[src/rtl/mips_pipe_pkg.sv]
// Shared constants and types for the MIPS pipeline.
// Holds the fetch state encoding, bubble encoding, PC increment and reset PC.
package mips_pipe_pkg;

    typedef logic [0:0] fetch_state_t;

    localparam fetch_state_t FETCH = 1'b0;
    localparam fetch_state_t DRAIN = 1'b1;

    localparam logic [31:0] NOP_INS          = 32'd0;
    localparam int unsigned PC_INC           = 4;
    localparam logic [31:0] RESET_PC_DEFAULT = 32'h0000_0000;

endpackage

[src/rtl/fetch_pc_sel.sv]
// Next-PC priority mux for the fetch stage.
// Priority: jump, then branch, then hold, then sequential increment.
module fetch_pc_sel
    import mips_pipe_pkg::*;
#(
    parameter int unsigned ADDR_W = 32
) (
    input  logic [ADDR_W-1:0] pc,
    input  logic              jump,
    input  logic [ADDR_W-1:0] jump_target,
    input  logic              branch,
    input  logic [ADDR_W-1:0] branch_target,
    input  logic              hold,
    output logic [ADDR_W-1:0] next_pc
);

    always_comb begin
        next_pc = pc + ADDR_W'(PC_INC);
        if (jump) begin
            next_pc = jump_target;
        end else if (branch) begin
            next_pc = branch_target;
        end else if (hold) begin
            next_pc = pc;
        end
    end

endmodule

[src/rtl/fetch_stage.sv]
// Instruction-fetch stage: PC register, req/ready imem port and redirect handling.
// Optional one-entry stall buffer is enabled by defining FETCH_BUF_EN.
module fetch_stage
    import mips_pipe_pkg::*;
#(
    parameter int unsigned       ADDR_W   = 32,
    parameter logic [ADDR_W-1:0] RESET_PC = ADDR_W'(RESET_PC_DEFAULT)
) (
    input  logic              clk,
    input  logic              rst,
    input  logic              StallF,
    input  logic              PCSrcD,
    input  logic [ADDR_W-1:0] PCBranchD,
    input  logic              JumpD,
    input  logic [ADDR_W-1:0] PCJumpD,
    output logic              imem_req,
    output logic [ADDR_W-1:0] imem_addr,
    input  logic              imem_ready,
    input  logic [31:0]       imem_rdata,
    output logic [31:0]       InsF,
    output logic [ADDR_W-1:0] PCPlus4F,
    output logic              FetchBusy
);

    logic [ADDR_W-1:0] pc_q, pc_d;
    logic [ADDR_W-1:0] drain_addr_q, drain_addr_d;
    fetch_state_t      state_q, state_d;
    logic [ADDR_W-1:0] next_pc;
    logic [ADDR_W-1:0] pc_plus4;
    logic              redirect;
    logic              hold;
    logic              buf_active;
    logic [31:0]       held_ins;

    assign redirect = JumpD | PCSrcD;
    assign pc_plus4 = pc_q + ADDR_W'(PC_INC);

    // In DRAIN the PC already points at the redirect target; only a new redirect moves it.
    assign hold = (state_q == DRAIN) | StallF | (!buf_active & !imem_ready);

    fetch_pc_sel #(
        .ADDR_W (ADDR_W)
    ) u_pc_sel (
        .pc            (pc_q),
        .jump          (JumpD),
        .jump_target   (PCJumpD),
        .branch        (PCSrcD),
        .branch_target (PCBranchD),
        .hold          (hold),
        .next_pc       (next_pc)
    );

    always_comb begin
        pc_d         = next_pc;
        state_d      = state_q;
        drain_addr_d = drain_addr_q;
        case (state_q)
            FETCH: begin
                // The outstanding request must finish before the target can be issued.
                if (redirect && !buf_active && !imem_ready) begin
                    state_d      = DRAIN;
                    drain_addr_d = pc_q;
                end
            end
            DRAIN: begin
                if (imem_ready) begin
                    state_d = FETCH;
                end
            end
            default: state_d = FETCH;
        endcase
    end

    always_ff @(posedge clk or negedge rst) begin
        if (!rst) begin
            pc_q         <= RESET_PC;
            state_q      <= FETCH;
            drain_addr_q <= RESET_PC;
        end else begin
            pc_q         <= pc_d;
            state_q      <= state_d;
            drain_addr_q <= drain_addr_d;
        end
    end

`ifdef FETCH_BUF_EN
    logic [31:0] buf_q, buf_d;
    logic        buf_v_q, buf_v_d;

    always_comb begin
        buf_d   = buf_q;
        buf_v_d = buf_v_q;
        if (redirect || !StallF) begin
            buf_v_d = 1'b0;
        end else if (state_q == FETCH && !buf_v_q && imem_ready) begin
            buf_v_d = 1'b1;
            buf_d   = imem_rdata;
        end
    end

    always_ff @(posedge clk or negedge rst) begin
        if (!rst) begin
            buf_q   <= NOP_INS;
            buf_v_q <= 1'b0;
        end else begin
            buf_q   <= buf_d;
            buf_v_q <= buf_v_d;
        end
    end

    assign buf_active = buf_v_q;
    assign held_ins   = buf_q;
`else
    assign buf_active = 1'b0;
    assign held_ins   = NOP_INS;
`endif

    // Outputs are forced to their reset values for as long as rst is low.
    always_comb begin
        imem_req  = 1'b0;
        imem_addr = pc_q;
        InsF      = NOP_INS;
        PCPlus4F  = '0;
        FetchBusy = 1'b0;
        if (rst) begin
            PCPlus4F = pc_plus4;
            if (state_q == DRAIN) begin
                imem_req  = 1'b1;
                imem_addr = drain_addr_q;
                FetchBusy = 1'b1;
            end else if (buf_active) begin
                InsF = held_ins;
            end else begin
                imem_req = 1'b1;
                if (imem_ready) begin
                    InsF = imem_rdata;
                end else begin
                    FetchBusy = 1'b1;
                end
            end
        end
    end

endmodule

[config.mk]
export PLATFORM = sky130hd
export DESIGN_NAME = fetch_stage
export DESIGN_NICKNAME = d
export VERILOG_FILES = /design/src/rtl/mips_pipe_pkg.sv /design/src/rtl/fetch_pc_sel.sv /design/src/rtl/fetch_stage.sv
export SDC_FILE = /design/constraint.sdc
export NUM_CORES = 1
export LEC_CHECK = 0
export ABC_AREA = 1
export CAP_MARGIN = 20
export CORE_MARGIN = 2
export CORE_UTILIZATION = 45
export DETAILED_ROUTE_END_ITERATION = 10
export PLACE_DENSITY = 0.82
export SYNTH_ARGS = -nofsm -noshare
export SYNTH_HDL_FRONTEND = slang
export SYNTH_HIERARCHICAL = 1
export SYNTH_SLANG_ARGS = --single-unit
[constraint.sdc]
create_clock -name clk -period 2.3 [get_ports clk]
set_clock_uncertainty 0.15 [all_clocks]
set_input_delay 0.46 -clock clk [delete_from_list [all_inputs] [get_ports clk]]
set_output_delay 0.46 -clock clk [all_outputs]
set_load 0.01 [all_outputs]
==> results.toml <==
[floorplan]
ios = 200
fp.dieH_um = 111.5
die_x_um = 111.5
initial_utilization_pct = 45.91
fp.dieArea_sq_mm = 0.01243
rows = 39
core-area_sq_mm = 0.01132

[global_route]
grt_pass1_wl_um = 31310
grt_pass1_vias = 6359
grt_max_degree = 66
grtUsageTotal_pct = 30.79
antenna_found_initial = 0
gr-total-overflow = 0

[setup_path]
critical_path_class = "reg2out"
critPathMaxStageDelay_ns = 0.42
cp_top_family = "simple AND/OR/NAND/NOR gates"
critPathMaxFanout = 4
r2r_cells = 13
cp_cell_sequence = "buf_6, nand2_4, nor2_4, buf_6, nand2_8, nor2_4, a21oi_2, nor2_2, buf_2"
r2r_slack_ns = 0.17
slowest_stage = "dfrtp_2"
setup.worst_path.start_class = "register"
crit_cells = 9
critPathBufInv = 3
r2r-end = "pc_q[24]"
crit_start = "pc_q[3]"
required_ns = 1.69
endpoint = "PCPlus4F[23]"
cp-end-kind = "output pin"
rr_startpoint = "pc_q[3]"
crit_arrival_ns = 1.93

[sta]
final_hold_viol_count = 0
period_share_pct = 110.3
final.setup.tns_ns = -3.369
slew_headroom_pct = 39.35
setup_violations = 26
slew_violations = 0
period_minus_slack_ns = 2.536
fmax_mhz = 394.3
worst_slack_ns = -0.2359
worstMarginPinSlew_ns = 0.9068
rsz0062_at_grt = "yes"

[placed_design]
dpl_cell_area_sq_mm = 0.007953
preCtsSetupSlack_ns = -0.2726
place_congestion = 0.9173
dpl.cell_count = 1251
dp_hpwl_um = 13640
io_buffers = 199

[routing]
first_pass_iters = 6
vias = 6950
drc_errors = 0
antenna_left = 0
totalWireLength_um = 21190
drt_iter0_drc = 822
vias_per_cell = 5.371
post_drt_wl_per_cell_um = 16.37

[final_layout]
drive_gt1_share_pct = 25.80
area_growth_pct = 65.07
nFillCells = 812
final_area_sq_mm = 0.008579
diodes = 0
fin_nets = 1250
fin_cells = 1294
post-route-util_pct = 75.78

[power]
vdd_ir_drop_max_mv = 0.4412
p_per_area_mw_per_mm2 = 546.3
p_leak_uw = 0.004335

[yosys]
synth-edff-count = 0
syn_nets = 959
ys_seq_elements = 65
synth.distinct_cells = 35
synthCells = 855
yosysWarnings = 6
seq_area_frac_synth_pct = 31.30
synth_area_leaders = "dfrtp_1 31%, nand2_1 17%, nor2_1 13%, inv_1 6.8%, a21oi_1 6.5%"
yosysTopAreaCell = "dfrtp_1"
async_flop_share_pct = 100.0
yosysTopAreaCellShare_pct = 31.30
syn_avg_cell_area_sq_um = 6.079
yosys_most_used_dff = "dfrtp_1"
syn-cell-area_sq_mm = 0.005197

[run_status]
violations = "negative setup slack"
status = "finished, violations left"

[job]
cap_viol_max_count = 0

[clock_tree]
numCtsBuffers = 9
cts_tree = "built"
cts-root-buf = "clkbuf_16"
cts.htree.levels = 3
clock_sinks = 65
clock_latency_ns = 0.34
path_clk_slew_ns = 0.06
ctsLongestPathBuffers = 2

[worst_hold_path]
min_path_type = "in2async"
-- Yosys cell counts (3+ instances only) --
| library cell | number |
|---|---|
| nor2_2 | 12 |
| nand3_1 | 33 |
| nor2_4 | 12 |
| nor3_1 | 6 |
| nor2_1 | 182 |
| nand3b_1 | 3 |
| nand2_1 | 236 |
| dfrtp_1 | 65 |
| inv_2 | 4 |
| nand4_1 | 5 |
| xnor2_1 | 4 |
| a21oi_1 | 68 |
| o21ai_1 | 6 |
| xor2_1 | 9 |
| o21ai_0 | 52 |
| clkbuf_1 | 20 |
| nand2_2 | 5 |
| inv_1 | 94 |
| o21a_1 | 4 |
| nand2_4 | 4 |
| buf_2 | 9 |
-- state kept, by name, indices dropped and copies added, names as in the netlist --
signal,cells
drain_addr_q,32
pc_q,32
state_q,1
-- how the worst min path moves through the flow --
stage | from | end
floorplan | rst | drain_addr_q[0]
global placement | rst | state_q
detailed placement | rst | state_q
CTS | rst | pc_q[0]
global route | rst | pc_q[0]
finish | rst | drain_addr_q[11]
-- stage by stage --
step,power [uW],hold WS [ns]
final,4687,0.1348
after global routing,4895,0.1451
after CTS,4548,0.1189
after detailed placement,3082,0.2888
after global placement,3043,0.2839
after floorplan,2181,0.01441
-- cell usage in the layout (no fill, tap or decap), types with 3 or more instances in the layout --
cell type	count
nor3_2	4
a21oi_1	58
xor2_1	9
buf_2	26
inv_1	93
clkdlybuf4s50_1	102
clkbuf_2	31
nand2_2	11
dfrtp_2	11
nand3_2	7
o21ai_1	9
a21oi_2	9
inv_2	5
xnor2_1	4
clkbuf_16	10
o21ai_0	45
dlygate4sd2_1	37
nand3_1	27
nor3_1	3
nor2_4	21
buf_4	85
buf_12	6
nor2_2	22
o21a_1	4
nand3b_1	3
dfrtp_1	54
buf_6	21
nand4_1	5
nand2_4	7
nor2_1	163
nand2_1	226
-- repair_timing --
item,4_1_cts,5_1_grt
gates cloned,1,1
endpoints found under the setup margin,93,61
setup buffers,13,13
pin swaps,28,34
gates resized for setup,219,126
hold buffers,2,0
endpoints found under the hold margin,26,0
-- routing by layer --
metal | vias to the layer above | track usage (%) | share of wire, %
li1 | 3233 | - | -
met1 | 3165 | 41.12 | 39
met2 | 453 | 51.22 | 48
met3 | 99 | 4.518 | 8.5
met4 | 0 | 10.95 | 4.8
met5 | - | 0 | 0
-- cell type report --
type | count | area, sq um | area share (%)
clock buffers | 12 | 256.5 | 2.990
inverters | 99 | 371.6 | 4.331
multi-input cells | 658 | 3342 | 38.95
repair buffers | 313 | 2715 | 31.65
well taps | 143 | 178.9 | 2.085
flip-flops and latches | 65 | 1640 | 19.12
clock inverters | 4 | 75.07 | 0.8750
-- worst reg2reg max path: cells and delay by family (launching register included) --
family        cells  cell delay, ns
fa+ha+maj         1            0.15
buf+inv           3            0.32
flops             1            0.42
simple gates      9            0.98
-- power by group --
part           internal (uW)  leakage, uW  switching [uW]
combinational            753      0.00341             886
clock                   1010     0.000155             527
sequential              1340     0.000773             174
-- logic make-up (layout without fill, tap and decap cells) --
logic type / after synthesis / count (layout) / synth area share (%)
compound gates: 134 / 134 / 13.29
simple gates: 509 / 509 / 42.71
xor+xnor: 13 / 13 / 2.191
fa+ha+maj: 2 / 2 / 0.4814
flops: 65 / 65 / 31.30
buf+inv: 132 / 428 / 10.04
Power figures use the tool's default switching activity.
